## config.mk

```make
export PLATFORM = sky130hd
export DESIGN_NAME = ahb_gcd_ctrl
export DESIGN_NICKNAME = d
export VERILOG_FILES = /design/src/rtl/ahb_gcd_pkg.sv /design/src/rtl/ahb_gcd_ctrl.sv
export SDC_FILE = /design/constraint.sdc
export NUM_CORES = 1
export LEC_CHECK = 0
export ABC_AREA = 1
export CAP_MARGIN = 0
export CORE_MARGIN = 4
export CORE_UTILIZATION = 44
export CTS_CLUSTER_SIZE = 40
export DETAILED_ROUTE_END_ITERATION = 16
export PLACE_DENSITY_LB_ADDON = 0.08
export SKIP_LAST_GASP = 1
export SYNTH_ARGS = -nofsm -noshare
export SYNTH_HDL_FRONTEND = slang
export SYNTH_SLANG_ARGS = --single-unit
```

## constraint.sdc

```tcl
create_clock -name clk -period 1.7 [get_ports clk]
set_clock_uncertainty 0.05 [all_clocks]
set_input_delay 0.34 -clock clk [delete_from_list [all_inputs] [get_ports clk]]
set_output_delay 0.34 -clock clk [all_outputs]
set_load 0.005 [all_outputs]
```

## src/rtl/ahb_gcd_pkg.sv

```systemverilog
// Shared definitions for the AHB-Lite GCD controller: register offsets,
// control/status bit positions and the sequencer state encoding.
package ahb_gcd_pkg;

  // Byte offsets within the slave window (only HADDR[4:2] is decoded)
  localparam logic [4:0] OFF_A      = 5'h00;
  localparam logic [4:0] OFF_B      = 5'h04;
  localparam logic [4:0] OFF_CTRL   = 5'h08;
  localparam logic [4:0] OFF_STATUS = 5'h0C;
  localparam logic [4:0] OFF_RESULT = 5'h10;
  localparam logic [4:0] OFF_CYCLES = 5'h14;

  // CTRL bits
  localparam int CTRL_START  = 0;
  localparam int CTRL_IRQ_EN = 1;

  // STATUS bits
  localparam int STAT_BUSY = 0;
  localparam int STAT_DONE = 1;

  // Transfer size that is honoured for writes
  localparam logic [2:0] HSIZE_WORD = 3'b010;

  // Sequencer states
  typedef enum logic [1:0] {
    ST_IDLE  = 2'd0,
    ST_ISSUE = 2'd1,
    ST_WAIT  = 2'd2
  } state_t;

endpackage

```

## src/rtl/ahb_gcd_ctrl.sv

```systemverilog
// AHB-Lite slave that launches the GCD engine, waits for its done level,
// and captures the result plus the number of cycles spent waiting.
module ahb_gcd_ctrl
  import ahb_gcd_pkg::*;
(
  input  logic        clk,
  input  logic        RSTn,
  input  logic        HSEL,
  input  logic [31:0] HADDR,
  input  logic [1:0]  HTRANS,
  input  logic        HWRITE,
  input  logic [2:0]  HSIZE,
  input  logic [31:0] HWDATA,
  input  logic        HREADY,
  output logic        HREADYOUT,
  output logic        HRESP,
  output logic [31:0] HRDATA,
  output logic        eng_start,
  output logic [31:0] eng_a,
  output logic [31:0] eng_b,
  input  logic [31:0] eng_result,
  input  logic        eng_done,
  output logic        irq
);

  // Address-phase capture
  logic        valid_reg;
  logic [2:0]  addr_reg;
  logic        write_reg;
  logic        word_reg;

  // Software-visible state
  logic [31:0] a_reg;
  logic [31:0] b_reg;
  logic        irq_en_reg;
  logic        done_reg;
  logic [31:0] result_reg;
  logic [31:0] cycles_reg;
  logic        start_reg;
  state_t      state_reg;

  // Data-phase decode
  logic [4:0]  off;
  logic        wr_fire;
  logic        busy;
  logic        start_req;
  logic        w1c_done;

  // Only HADDR[4:2] and HTRANS[1] matter; the rest is intentionally ignored
  logic unused_bits;
  assign unused_bits = ^{HADDR[31:5], HADDR[1:0], HTRANS[0]};

  assign HREADYOUT = 1'b1;
  assign HRESP     = 1'b0;
  assign eng_a     = a_reg;
  assign eng_b     = b_reg;
  assign eng_start = start_reg;
  assign irq       = done_reg & irq_en_reg;

  assign off       = {addr_reg, 2'b00};
  assign busy      = (state_reg != ST_IDLE);
  assign wr_fire   = valid_reg & write_reg & word_reg;
  assign start_req = wr_fire && (off == OFF_CTRL) && HWDATA[CTRL_START] && !busy;
  assign w1c_done  = wr_fire && (off == OFF_STATUS) && HWDATA[STAT_DONE];

  // Register the address phase of every accepted transfer
  always_ff @(posedge clk or negedge RSTn) begin
    if (!RSTn) begin
      valid_reg <= 1'b0;
      addr_reg  <= 3'd0;
      write_reg <= 1'b0;
      word_reg  <= 1'b0;
    end else begin
      valid_reg <= HSEL & HTRANS[1] & HREADY;
      if (HSEL & HTRANS[1] & HREADY) begin
        addr_reg  <= HADDR[4:2];
        write_reg <= HWRITE;
        word_reg  <= (HSIZE == HSIZE_WORD);
      end
    end
  end

  // Operand and interrupt-enable writes; operands are frozen while busy
  always_ff @(posedge clk or negedge RSTn) begin
    if (!RSTn) begin
      a_reg      <= 32'd0;
      b_reg      <= 32'd0;
      irq_en_reg <= 1'b0;
    end else if (wr_fire) begin
      if (off == OFF_A && !busy) a_reg <= HWDATA;
      if (off == OFF_B && !busy) b_reg <= HWDATA;
      if (off == OFF_CTRL)       irq_en_reg <= HWDATA[CTRL_IRQ_EN];
    end
  end

  // Sequencer: issue start, count wait cycles, capture result and done
  always_ff @(posedge clk or negedge RSTn) begin
    if (!RSTn) begin
      state_reg  <= ST_IDLE;
      start_reg  <= 1'b0;
      done_reg   <= 1'b0;
      result_reg <= 32'd0;
      cycles_reg <= 32'd0;
    end else begin
      // W1C first so that a capture in the same edge overrides it
      if (w1c_done) done_reg <= 1'b0;
      case (state_reg)
        ST_IDLE: begin
          start_reg <= 1'b0;
          if (start_req) begin
            state_reg  <= ST_ISSUE;
            start_reg  <= 1'b1;
            done_reg   <= 1'b0;
            cycles_reg <= 32'd0;
          end
        end
        ST_ISSUE: begin
          start_reg <= 1'b0;
          state_reg <= ST_WAIT;
        end
        ST_WAIT: begin
          start_reg <= 1'b0;
          if (eng_done) begin
            result_reg <= eng_result;
            done_reg   <= 1'b1;
            state_reg  <= ST_IDLE;
          end else if (cycles_reg != 32'hFFFF_FFFF) begin
            cycles_reg <= cycles_reg + 32'd1;
          end
        end
        default: begin
          start_reg <= 1'b0;
          state_reg <= ST_IDLE;
        end
      endcase
    end
  end

  // Read mux driven from the registered address during the data phase
  always_comb begin
    HRDATA = 32'd0;
    if (valid_reg && !write_reg) begin
      case (off)
        OFF_A:      HRDATA = a_reg;
        OFF_B:      HRDATA = b_reg;
        OFF_CTRL:   HRDATA = {30'd0, irq_en_reg, 1'b0};
        OFF_STATUS: HRDATA = {30'd0, done_reg, busy};
        OFF_RESULT: HRDATA = result_reg;
        OFF_CYCLES: HRDATA = cycles_reg;
        default:    HRDATA = 32'd0;
      endcase
    end
  end

endmodule

```

* Word-level counts from Yosys, hierarchy flattened
Cells that the tools add are included.
** Storage, ports and cells
- Bits in registers :: 139
- Latch bits :: 0
- Bits in writable memories :: 0
- ROM bits :: 0
- Input port bits :: 107
- Output and inout bits :: 100
- Logic and storage cells :: 66
- Memories kept :: 0
** Cells by class
- Add/sub/neg operators :: 1
- Multipliers :: 0
- Divide/modulo/power cells :: 0
- Order comparisons :: 0
- Equality and inequality tests :: 13
- Shift-type cells :: 0
- Mux-type cells :: 15
- Bitwise operators :: 5
- Reduce and logical (&&, ||, !) cells :: 20
** Operators with widths (number)
- $pmux W32 S6 :: 1
- $mux W32 :: 4
- $pmux W32 S2 :: 1
- $add A32 B1 Y32 const B :: 1
- $ne A32 B32 Y1 const B :: 1
- $reduce_and A2 Y1 :: 5
- $eq A3 B2 Y1 const B :: 3
- $logic_and A1 B1 Y1 :: 8
- $ne A2 B2 Y1 const B :: 4
- $eq A3 B3 Y1 const B :: 2
- $pmux W2 S3 :: 1
- $and A1 B1 Y1 :: 5
- $logic_not A5 Y1 :: 1
- $mux W1 :: 5
- $mux W2 :: 2
- $reduce_and A4 Y1 :: 1
- $reduce_bool A2 Y1 :: 2
- $eq A3 B1 Y1 const B :: 1
- $eq A2 B1 Y1 const B :: 1
- $eq A2 B2 Y1 const B :: 1
- $logic_not A1 Y1 :: 2
- $logic_not A2 Y1 :: 1
- $pmux W1 S2 :: 1

* Depth between registers and ports, before layout
Gate-level depths: netlist (run 1).
- Word-level depth :: 7
- Gate-level depth with buffers :: 10
- Depth with buffers taken out :: 10

* Least setup slack after synthesis (run 1)
OpenSTA, ideal clock, no wires.
- Kind :: register to output
- Start point :: reg addr_reg[1]
- End point :: out HRDATA[0]
- Arrival time :: 1.327 ns
- Data required time :: 1.310 ns
- Path slack :: -0.017 ns
- Stages on the path, launching flop included :: 7
- Buffers on the path :: 1
- Cell sequence :: dfrtp_1 > nor2_1 > nand2_1 > clkinv_1 > clkbuf_1 > nand2_1 > a31oi_1
** On the way
- Word-level cells in the longest chain between the ends :: 3
- Elaborated cells between the ends (all ways) :: 8
- Classes of those cells :: eq/ne: 5; mux: 2; reduce/logical: 1
** Ends and longest elaborated chain
- from (decl) :: RTL line ahb_gcd_ctrl.sv:28 : logic [2:0] addr_reg;
- from (signal assigned) :: RTL line ahb_gcd_ctrl.sv:76 : addr_reg <= HADDR[4:2];
- $eq A3 B3 Y1, or another cell as far along :: RTL line ahb_gcd_ctrl.sv:143 : case (off)
- $pmux W32 S6 * :: RTL line ahb_gcd_ctrl.sv:143
- $mux W32 * :: RTL line ahb_gcd_ctrl.sv:142 : if (valid_reg && !write_reg) begin
- to (decl) :: RTL line ahb_gcd_ctrl.sv:17 : output logic [31:0] HRDATA,
Every way passes the cells marked *; elsewhere a longest branch is shown, timed or not.

* Worst setup path in the final report (run 1)
- Start point :: reg addr_reg[0]
- End point :: out HRDATA[11]
The elaborated chain is that of the path after synthesis.

==> results by group, run 1 <==
Status
  • Status: finished, violations left
  • Failing checks: setup timing

Yosys
  • Number of synthesized flops with an enable pin: 0
  • Gate count of the mapped netlist: 865
  • Dominant synthesized flop cell: dfrtp_1
  • Post-synth ARST share: 1.00
  • Net Count, Synth: 973
  • Syn Area/Cell: 8.33 um^2
  • Mapped cell area: 7210 um^2
  • Synth top cells by count: 197 x nand2_1, 139 x dfrtp_1, 109 x o21ai_0
  • Top-count cell post-synth: nand2_1
  • Yosys top cell area share: 0.483
  • Sequential fraction of the synthesis area: 0.483
  • Syn. warnings: 0
  • Synth cell types: 37
  • Post-synthesis sequential element count: 139
  • Dominant cell type by area after synthesis: dfrtp_1
  • Area contributors post-synth: dfrtp_1 48%, nand2_1 10%, o21ai_0 7.6%, mux2_2 5.0%, inv_1 4.6%

Layout
  • Ratio of cells with drive above 1 in the final layout: 0.398
  • # nets final: 1331
  • Filler instances: 1028
  • Diodes inserted: 0
  • Area growth, synth to finish: 72.7%
  • Register area: 3480 um^2
  • Multi-input gate area: 3910 um^2

Global routing
  • Met3 usage: 0.0581
  • Largest net degree at the start of global routing: 39
  • Initial antenna violation count: 0
  • Via count of the first global-routing pass: 7382
  • Grt ovf: 0
  • First-pass GRT wire length: 40.9 mm
  • Busiest grt layer: met2
  • GRT Util Overall: 0.289
  • Met1 Usage GRT: 0.394
  • Routing usage on met2: 0.473

Timing
  • Slew Limit Fails: 0
  • Final hold vios: 0
  • Final TNS setup: -38.18 ns
  • Final period util: 1.45
  • Unrepaired setup endpoints after global routing: true
  • Minimum clock period: 2.46 ns
  • WHS: 0.321 ns
  • Final setup margin: -0.764 ns
  • Final setup fails: 106
  • Fmax: 0.406 GHz

Clocking
  • CTS tree: yes
  • H-tree levels: 4
  • Clock transition at path regs: 0.06 ns
  • Clk_lat worst skew: 0.43 ns
  • Root Driver: clkbuf_16
  • Clock Path Buffers: 2
  • Clock Sink Count: 139
  • CTS buffer count: 17

Worst hold path
  • Tightest Hold Check Type: in -> async

Die
  • Starting Density: 0.452
  • Die width: 136 um
  • # rows: 46
  • Core Area: 15900 um^2
  • Die Y-Extent: 136 um
  • Die ar.: 18500 um^2
  • Io pins: 207

Worst setup path
  • Crit path arrival time: 2.07 ns
  • Worst r2r dst: eng_a[18]$_DFFE_PN0P_
  • CP Max Fanout: 12
  • Worst r2r src: addr_reg[1]$_DFFE_PN0P_
  • Req. time, crit path: 1.31 ns
  • CP startpoint kind: register
  • CP endpoint kind: primary output
  • Worst r2r path cells: 16
  • CP Class: reg -> out
  • Reg2reg setup slack: -0.63 ns
  • CP Launch Point: addr_reg[0]$_DFFE_PN0P_
  • Setup crit end: HRDATA[11]

Power and ir drop
  • Flop pwr share: 0.364
  • Switch Pwr: 0.00313 W
  • Clock power share: 0.365
  • Leakage power: 5.62 nW
  • Share of total power in combinational logic: 0.271
  • Internal power: 0.00746 W
  • Peak supply drop: 751 uV
  • Sw Ratio: 0.295
  • PD cells: 851 nW/um^2

Routing
  • ANT nets after route: 0
  • DRC: 0
  • TritonRoute pass-1 iters: 6
  • Wirelength per Cell: 21.1 um
  • Initial DRC count: 732
  • Via density: 5.61
  • Final WL: 30.5 mm
  • DR vias: 8134

Placement
  • Final HPWL DP: 17.6 mm
  • Port Buffer Count: 174
  • Worst slack at placement: -0.611 ns
  • Placer Congestion: 0.934

Job
  • Max-cap check violation count: 0
==> per-stage QoR <==
step,utilization,total power [W],instances,cell area (um^2)
floorplan,-,0.00453,865,7210
global placement,0.640,0.00558,1341,10200
detailed placement,0.640,0.00561,1341,10200
CTS,0.734,0.0101,1426,11700
global route,0.781,0.0109,1451,12400
finish,0.781,0.0106,1451,12400
==> placed cells by master, fill, tap and decap left out, types with 36 or more instances in the layout <==
| master | instances |
|---|---|
| nand3_1 | 47 |
| o21ai_2 | 73 |
| o21ai_0 | 45 |
| clkdlybuf4s50_1 | 76 |
| dfrtp_1 | 139 |
| buf_4 | 125 |
| dlygate4sd2_1 | 61 |
| buf_6 | 36 |
| nor2_1 | 76 |
| inv_1 | 86 |
| nand2_1 | 165 |
==> metal layers <==
metal	vias up	wire length, um
li1	3598	-
met1	3920	11700
met2	485	14700
met3	131	2720
met4	0	1360
met5	-	0
==> final cells by class <==
| cell class | count | area share |
|---|---|---|
| multi-input combinational | 593 | 0.314 |
| sequential | 139 | 0.279 |
| timing repair buffer | 379 | 0.307 |
| clock buffer | 18 | 0.0345 |
| inverter | 93 | 0.0295 |
| tap | 216 | 0.0217 |
| clock inverter | 13 | 0.0137 |
==> worst max-delay path: stages, from the launching register on <==
cell and delay [ns]:
dfrtp_1 0.42, buf_6 0.14, buf_6 0.11, nand3_4 0.16, buf_12 0.18, o21ai_1 0.08, buf_4 0.15, a221oi_2 0.18
nor2_1 0.09, buf_2 0.13
==> kinds of logic after synthesis <==
logic type / synth area share
fa+ha+maj: 0.00174
other cells: 0.00104
buf+inv: 0.0773
mux: 0.0500
compound gates: 0.153
flops: 0.483
xor+xnor: 0.00729
simple gates: 0.227
==> how the worst min path moves through the flow <==
| stage | from | to | cells after the start |
|---|---|---|---|
| floorplan | RSTn | addr_reg[0]$_DFFE_PN0P_ | 0 |
| global placement | RSTn | word_reg$_DFFE_PN0P_ | 1 |
| detailed placement | RSTn | word_reg$_DFFE_PN0P_ | 1 |
| CTS | RSTn | word_reg$_DFFE_PN0P_ | 2 |
| global route | RSTn | word_reg$_DFFE_PN0P_ | 2 |
| finish | RSTn | word_reg$_DFFE_PN0P_ | 2 |
==> power by group through the flow <==
stage / registers [W] / logic [W] / clock network (W)
finish: 0.00386 / 0.00287 / 0.00386
global route: 0.00388 / 0.00301 / 0.00403
CTS: 0.00380 / 0.00242 / 0.00387
detailed placement: 0.00384 / 0.00177 / 0
global placement: 0.00384 / 0.00174 / 0
floorplan: 0.00382 / 0.000709 / 0
==> repair_timing <==
item                                   in CTS  in global routing
pin swaps                                  40                 27
hold buffers                                1                  0
cloned                                      8                 13
setup endpoints to repair                 129                103
gates resized for setup                   335                143
endpoints found under the hold margin      26                  0
setup buffers                              45                 15
Note: power is estimated with default switching activity, not from simulation.
==> run 2, diff against run 1 <==
--- a/config.mk
+++ b/config.mk
@@ -12,6 +12,8 @@
 export CTS_CLUSTER_SIZE = 40
 export DETAILED_ROUTE_END_ITERATION = 16
 export PLACE_DENSITY_LB_ADDON = 0.08
+export RECOVER_POWER = 100
+export SETUP_SLACK_MARGIN = 0.1
 export SKIP_LAST_GASP = 1
 export SYNTH_ARGS = -nofsm -noshare
 export SYNTH_HDL_FRONTEND = slang
==> run 2 against run 1 <==
Compared with the run above: critical endpoint is now HRDATA[4]; global-route usage increased by 1.6 points; setup slack improved by 0.013 ns; the flow still finishes with violations (setup timing); die area unchanged; largest power group unchanged; power decreased by 1.5%.
==> results by group, run 2 (synthesis results as in run 1) <==
Power and ir drop
  • Total chip power: 0.0104 W
  • Peak supply drop: 800 uV
  • Leakage power: 5.57 nW
  • PD cells: 838 nW/um^2

Clocking
  • Clk_lat worst skew: 0.42 ns
  • CTS tree: yes
  • CTS buffer count: 17
  • Clock transition at path regs: 0.06 ns
  • Clock Sink Count: 139
  • Root Driver: clkbuf_16
  • Clock Path Buffers: 2
  • H-tree levels: 4

Layout
  • Most common cell after layout, fill and taps aside: nand2_1
  • Area growth, synth to finish: 72.8%
  • Final cell count without fillers: 1460
  • Diodes inserted: 0
  • Ratio of cells with drive above 1 in the final layout: 0.400
  • Most frequent cells in the layout: 148 x nand2_1, 138 x dfrtp_1, 138 x buf_4
  • # nets final: 1340

Routing
  • Routed met3 length: 2.38 mm
  • DR vias: 8209
  • Highest routed layer: met4
  • DR WL met2: 14.7 mm
  • ANT nets after route: 0
  • DRC: 0
  • WL met1: 12.2 mm
  • Final WL: 31.0 mm
  • Initial DRC count: 764
  • Wirelength per Cell: 21.2 um
  • TritonRoute pass-1 iters: 5
  • Via density: 5.62

Worst setup path
  • Req. time, crit path: 1.31 ns
  • CP endpoint kind: primary output
  • CP Max Fanout: 5
  • Crit path arrival time: 2.06 ns
  • CP Class: reg -> out
  • CP startpoint kind: register

Die
  • Die Y-Extent: 136 um
  • Io pins: 207
  • Core Area: 15900 um^2
  • Starting Density: 0.452
  • # rows: 46
  • Die ar.: 18500 um^2
  • Die width: 136 um

Global routing
  • First-pass GRT wire length: 43.3 mm
  • GRT Util Overall: 0.304
  • Grt ovf: 0
  • Initial antenna violation count: 0
  • Largest net degree at the start of global routing: 43
  • Via count of the first global-routing pass: 7674

Timing
  • Minimum clock period: 2.45 ns
  • Max-slew headroom: 0.301
  • Final hold vios: 0
  • Measured slew at the worst slew-check pin: 1.05 ns
  • Final setup margin: -0.751 ns
  • Unrepaired setup endpoints after global routing: true
  • Fmax: 0.408 GHz
  • Final period util: 1.44
  • Final setup fails: 124
  • Slew Limit Fails: 0
  • WHS: 0.434 ns

Placement
  • Final HPWL DP: 17.6 mm
  • Placer Congestion: 0.916
  • Port Buffer Count: 174
  • Worst slack at placement: -0.513 ns
  • Placed cells: 1364

Status
  • Status: finished, violations left
  • Failing checks: setup timing

Job
  • Max-cap check violation count: 0

Worst hold path
  • Tightest Hold Check Type: in -> reg
==> run 2: path summary, 6_finish.rpt <==
kind | start | to | slack, ns | depth (start not counted)
setup / recovery | addr_reg[1]$_DFFE_PN0P_ | HRDATA[4] | -0.75 | 10
hold / removal | HWDATA[6] | eng_b[6]$_DFFE_PN0P_ | 0.43 | 3
setup reg to reg | addr_reg[2]$_DFFE_PN0P_ | cycles_reg[5]$_DFFE_PN0P_ | -0.23 | 13
hold reg to reg | result_reg[8]$_DFFE_PN0P_ | result_reg[8]$_DFFE_PN0P_ | 0.46 | 1
max in group asynchronous | RSTn | cycles_reg[21]$_DFFE_PN0P_ | 0.19 | 3
min in group asynchronous | RSTn | eng_b[4]$_DFFE_PN0P_ | 0.58 | 2
==> run 2: worst max-delay path: stages, from the launching register on <==
cell	delay, ns
dfrtp_1	0.40
buf_6	0.13
inv_6	0.05
nand3_4	0.14
buf_12	0.20
buf_6	0.13
o21ai_2	0.13
buf_4	0.15
a221oi_2	0.03
nor2_1	0.12
buf_2	0.15
==> run 2: power breakdown <==
group	switching, W	internal, W	leakage, nW
combinational	0.00130	0.00151	3.74
clock	0.00147	0.00231	0.287
sequential	0.000268	0.00359	1.54
total	0.00303	0.00740	5.57
==> run 2: routing by layer <==
metal / up-vias / global-route usage
met2: 466 / 0.501
met4: 0 / 0.0952
met3: 133 / 0.0485
met1: 3984 / 0.414
met5: - / 0
li1: 3626 / -
==> run 2: timing repair <==
item,in CTS,in global routing
buffers inserted,35,11
gates cloned,13,8
hold buffers,1,0
gates resized for setup,348,179
pin swaps,32,40
endpoints found under the hold margin,35,0
endpoints found under the setup margin,136,166
==> run 2: layout make-up <==
class | count | area (um^2)
multi-input combinational | 593 | 4000
timing repair buffer | 387 | 3720
fill | 1016 | 3490
sequential | 139 | 3480
clock buffer | 21 | 480
inverter | 93 | 382
tap | 216 | 270
clock inverter | 10 | 115
timing repair inverter | 1 | 8.76
==> run 2: per-stage QoR <==
stage | instance area [um^2] | util | TNS (ns)
finish | 12500 | 0.781 | -28.75
global route | 12500 | 0.781 | -36.96
CTS | 11900 | 0.747 | -24.73
detailed placement | 10400 | 0.650 | -22.94
global placement | 10400 | 0.650 | -21.58
floorplan | 7230 | - | 0
==> run 3, diff against run 2 <==
--- a/config.mk
+++ b/config.mk
@@ -8,7 +8,7 @@
 export ABC_AREA = 1
 export CAP_MARGIN = 0
 export CORE_MARGIN = 4
-export CORE_UTILIZATION = 44
+export CORE_UTILIZATION = 48
 export CTS_CLUSTER_SIZE = 40
 export DETAILED_ROUTE_END_ITERATION = 16
 export PLACE_DENSITY_LB_ADDON = 0.08
==> constraint.sdc (replaced) <==
create_clock -name clk -period 2.8 [get_ports clk]
set_clock_uncertainty 0.05 [all_clocks]
set_input_delay 0.56 -clock clk [delete_from_list [all_inputs] [get_ports clk]]
set_output_delay 0.56 -clock clk [all_outputs]
set_load 0.005 [all_outputs]
==> run 3 against run 2 <==
Compared with the run above: the flow now finishes without violations; register-to-register slack better by 0.71 ns; count of clock-buffer cells in the layout up 1; critical path depth down 1; largest power group unchanged; largest cell class is now sequential cells; cell count shrank 13%; via count is 16% lower; power is 44% lower; setup slack gained 0.76 ns.
==> results by group, run 3 (synthesis results as in run 1) <==
Worst setup path
  • Crit path cell chain: buf_4 > nand3_2 > inv_4 > buf_12 > clkbuf_16 > buf_4 > a221oi_2 > nor2_1 > dlygate4sd2_1
  • CP startpoint kind: register
  • CP Max Fanout: 10
  • Req. time, crit path: 2.19 ns
  • Reg2reg setup slack: 0.48 ns
  • CP Class: reg -> out
  • Worst path buffer plus inverter count: 6
  • CP peak stage delay: 0.46 ns
  • CP endpoint kind: primary output
  • Crit path arrival time: 2.18 ns
  • CP delay by family, top: buffers and inverters
  • Crit path top cell by count: buf_4
  • Crit-path slowest cell: dfrtp_2

Global routing
  • GRT Util Overall: 0.268
  • Grt ovf: 0
  • Largest net degree at the start of global routing: 58
  • First-pass GRT wire length: 34.9 mm
  • Via count of the first global-routing pass: 6367
  • Initial antenna violation count: 1

Die
  • Core Area: 14600 um^2
  • Die ar.: 17000 um^2
  • Starting Density: 0.492
  • Die Y-Extent: 131 um
  • Io pins: 207
  • Die width: 131 um
  • # rows: 44

Layout
  • # nets final: 1180
  • Ratio of cells with drive above 1 in the final layout: 0.200
  • Most frequent cells in the layout: 194 x nand2_1, 144 x clkdlybuf4s50_1, 136 x dfrtp_1
  • Diodes inserted: 0
  • Area growth, synth to finish: 44.9%
  • Most common cell after layout, fill and taps aside: nand2_1

Clocking
  • Clk_lat worst skew: 0.42 ns
  • Root Driver: clkbuf_16
  • CTS buffer count: 17
  • Clock Path Buffers: 2
  • # hold bufs at CTS: 0
  • CTS tree: yes
  • H-tree levels: 4
  • Clock Sink Count: 139
  • Clock transition at path regs: 0.06 ns

Placement
  • Port Buffer Count: 174
  • Placer Congestion: 0.945
  • Final HPWL DP: 15.9 mm

Job
  • Max-cap check violation count: 0

Routing
  • Routed met3 length: 1.48 mm
  • DRC: 0
  • DR vias: 6882
  • DR WL met2: 10.8 mm
  • Initial DRC count: 554
  • WL met1: 10.7 mm
  • Wirelength per Cell: 18.5 um
  • ANT nets after route: 0
  • Highest routed layer: met5
  • Final WL: 23.4 mm
  • Via density: 5.43
  • TritonRoute pass-1 iters: 5

Timing
  • Final setup fails: 0
  • Measured slew at the worst slew-check pin: 1.42 ns
  • Final hold vios: 0
  • Slew Limit Fails: 0
  • Unrepaired setup endpoints after global routing: true
  • Final TNS setup: 0 ns
  • Minimum clock period: 2.79 ns
  • Final period util: 0.996
  • WHS: 0.409 ns
  • Fmax: 0.359 GHz
  • Max-slew headroom: 0.0531

Power and ir drop
  • Peak supply drop: 394 uV
  • PD cells: 560 nW/um^2
  • Leakage power: 4.91 nW
  • Total chip power: 0.00584 W

Status
  • Status: finished clean

Worst hold path
  • Tightest Hold Check Type: in -> async
[run 3: worst register-to-register path, cell delays in order (launching register included)]
cell       delay [ns]
dfrtp_2          0.44
buf_6            0.13
inv_2            0.11
nand3_2          0.11
inv_4            0.11
buf_12           0.11
clkbuf_16        0.16
buf_4            0.13
nand2_2          0.35
buf_12           0.33
nand2_1          0.09
o21ai_0          0.09
[run 3: repair_timing]
| action | 4_1_cts | 5_1_grt |
|---|---|---|
| endpoints found under the setup margin | 32 | 26 |
| pin swaps | 0 | 3 |
| setup buffers | 9 | 20 |
| gates cloned | 2 | 2 |
| hold endpoints to repair | 0 | 0 |
| gates resized for setup | 80 | 48 |
[run 3: power by group]
| part | internal, W | leakage (nW) | switching (W) |
|---|---|---|---|
| sequential | 0.00218 | 1.54 | 0.000147 |
| combinational | 0.000732 | 3.09 | 0.000574 |
| clock | 0.00139 | 0.287 | 0.000825 |
| total | 0.00430 | 4.91 | 0.00155 |
[run 3: worst paths after layout]
path | start | to | cells after the start
worst max-delay path | addr_reg[0]$_DFFE_PN0P_ | HRDATA[27] | 9
worst min-delay path | RSTn | eng_a[7]$_DFFE_PN0P_ | 1
min in group clk | word_reg$_DFFE_PN0P_ | word_reg$_DFFE_PN0P_ | 2
worst max register to register | addr_reg[2]$_DFFE_PN0P_ | eng_b[18]$_DFFE_PN0P_ | 11
max in group asynchronous | RSTn | cycles_reg[9]$_DFFE_PN0P_ | 2
worst min register to register | word_reg$_DFFE_PN0P_ | word_reg$_DFFE_PN0P_ | 2
[run 3: stage by stage]
stage,instances,cell area (um^2),util,setup slack [ns]
after global placement,1204,9220,0.630,0.282
after CTS,1245,10100,0.691,-0.0303
after global routing,1267,10400,0.713,-0.0839
after detailed placement,1204,9220,0.630,0.253
final,1267,10400,0.713,0.0116
after floorplan,865,7210,-,0.863
[run 3: per-layer routing]
layer | track usage | up-vias
met1 | 0.395 | 3339
met2 | 0.409 | 233
met4 | 0.0653 | 2
met5 | 0 | -
met3 | 0.0545 | 32
li1 | - | 3276
[run 3: final cells by class]
cell class	count	area [um^2]
inverters	93	359
flip-flops and latches	139	3480
well taps	184	230
clock buffers	22	484
clock inverters	8	92.6
repair buffers	229	2370
multi-input cells	592	3430
fillers	1141	4200
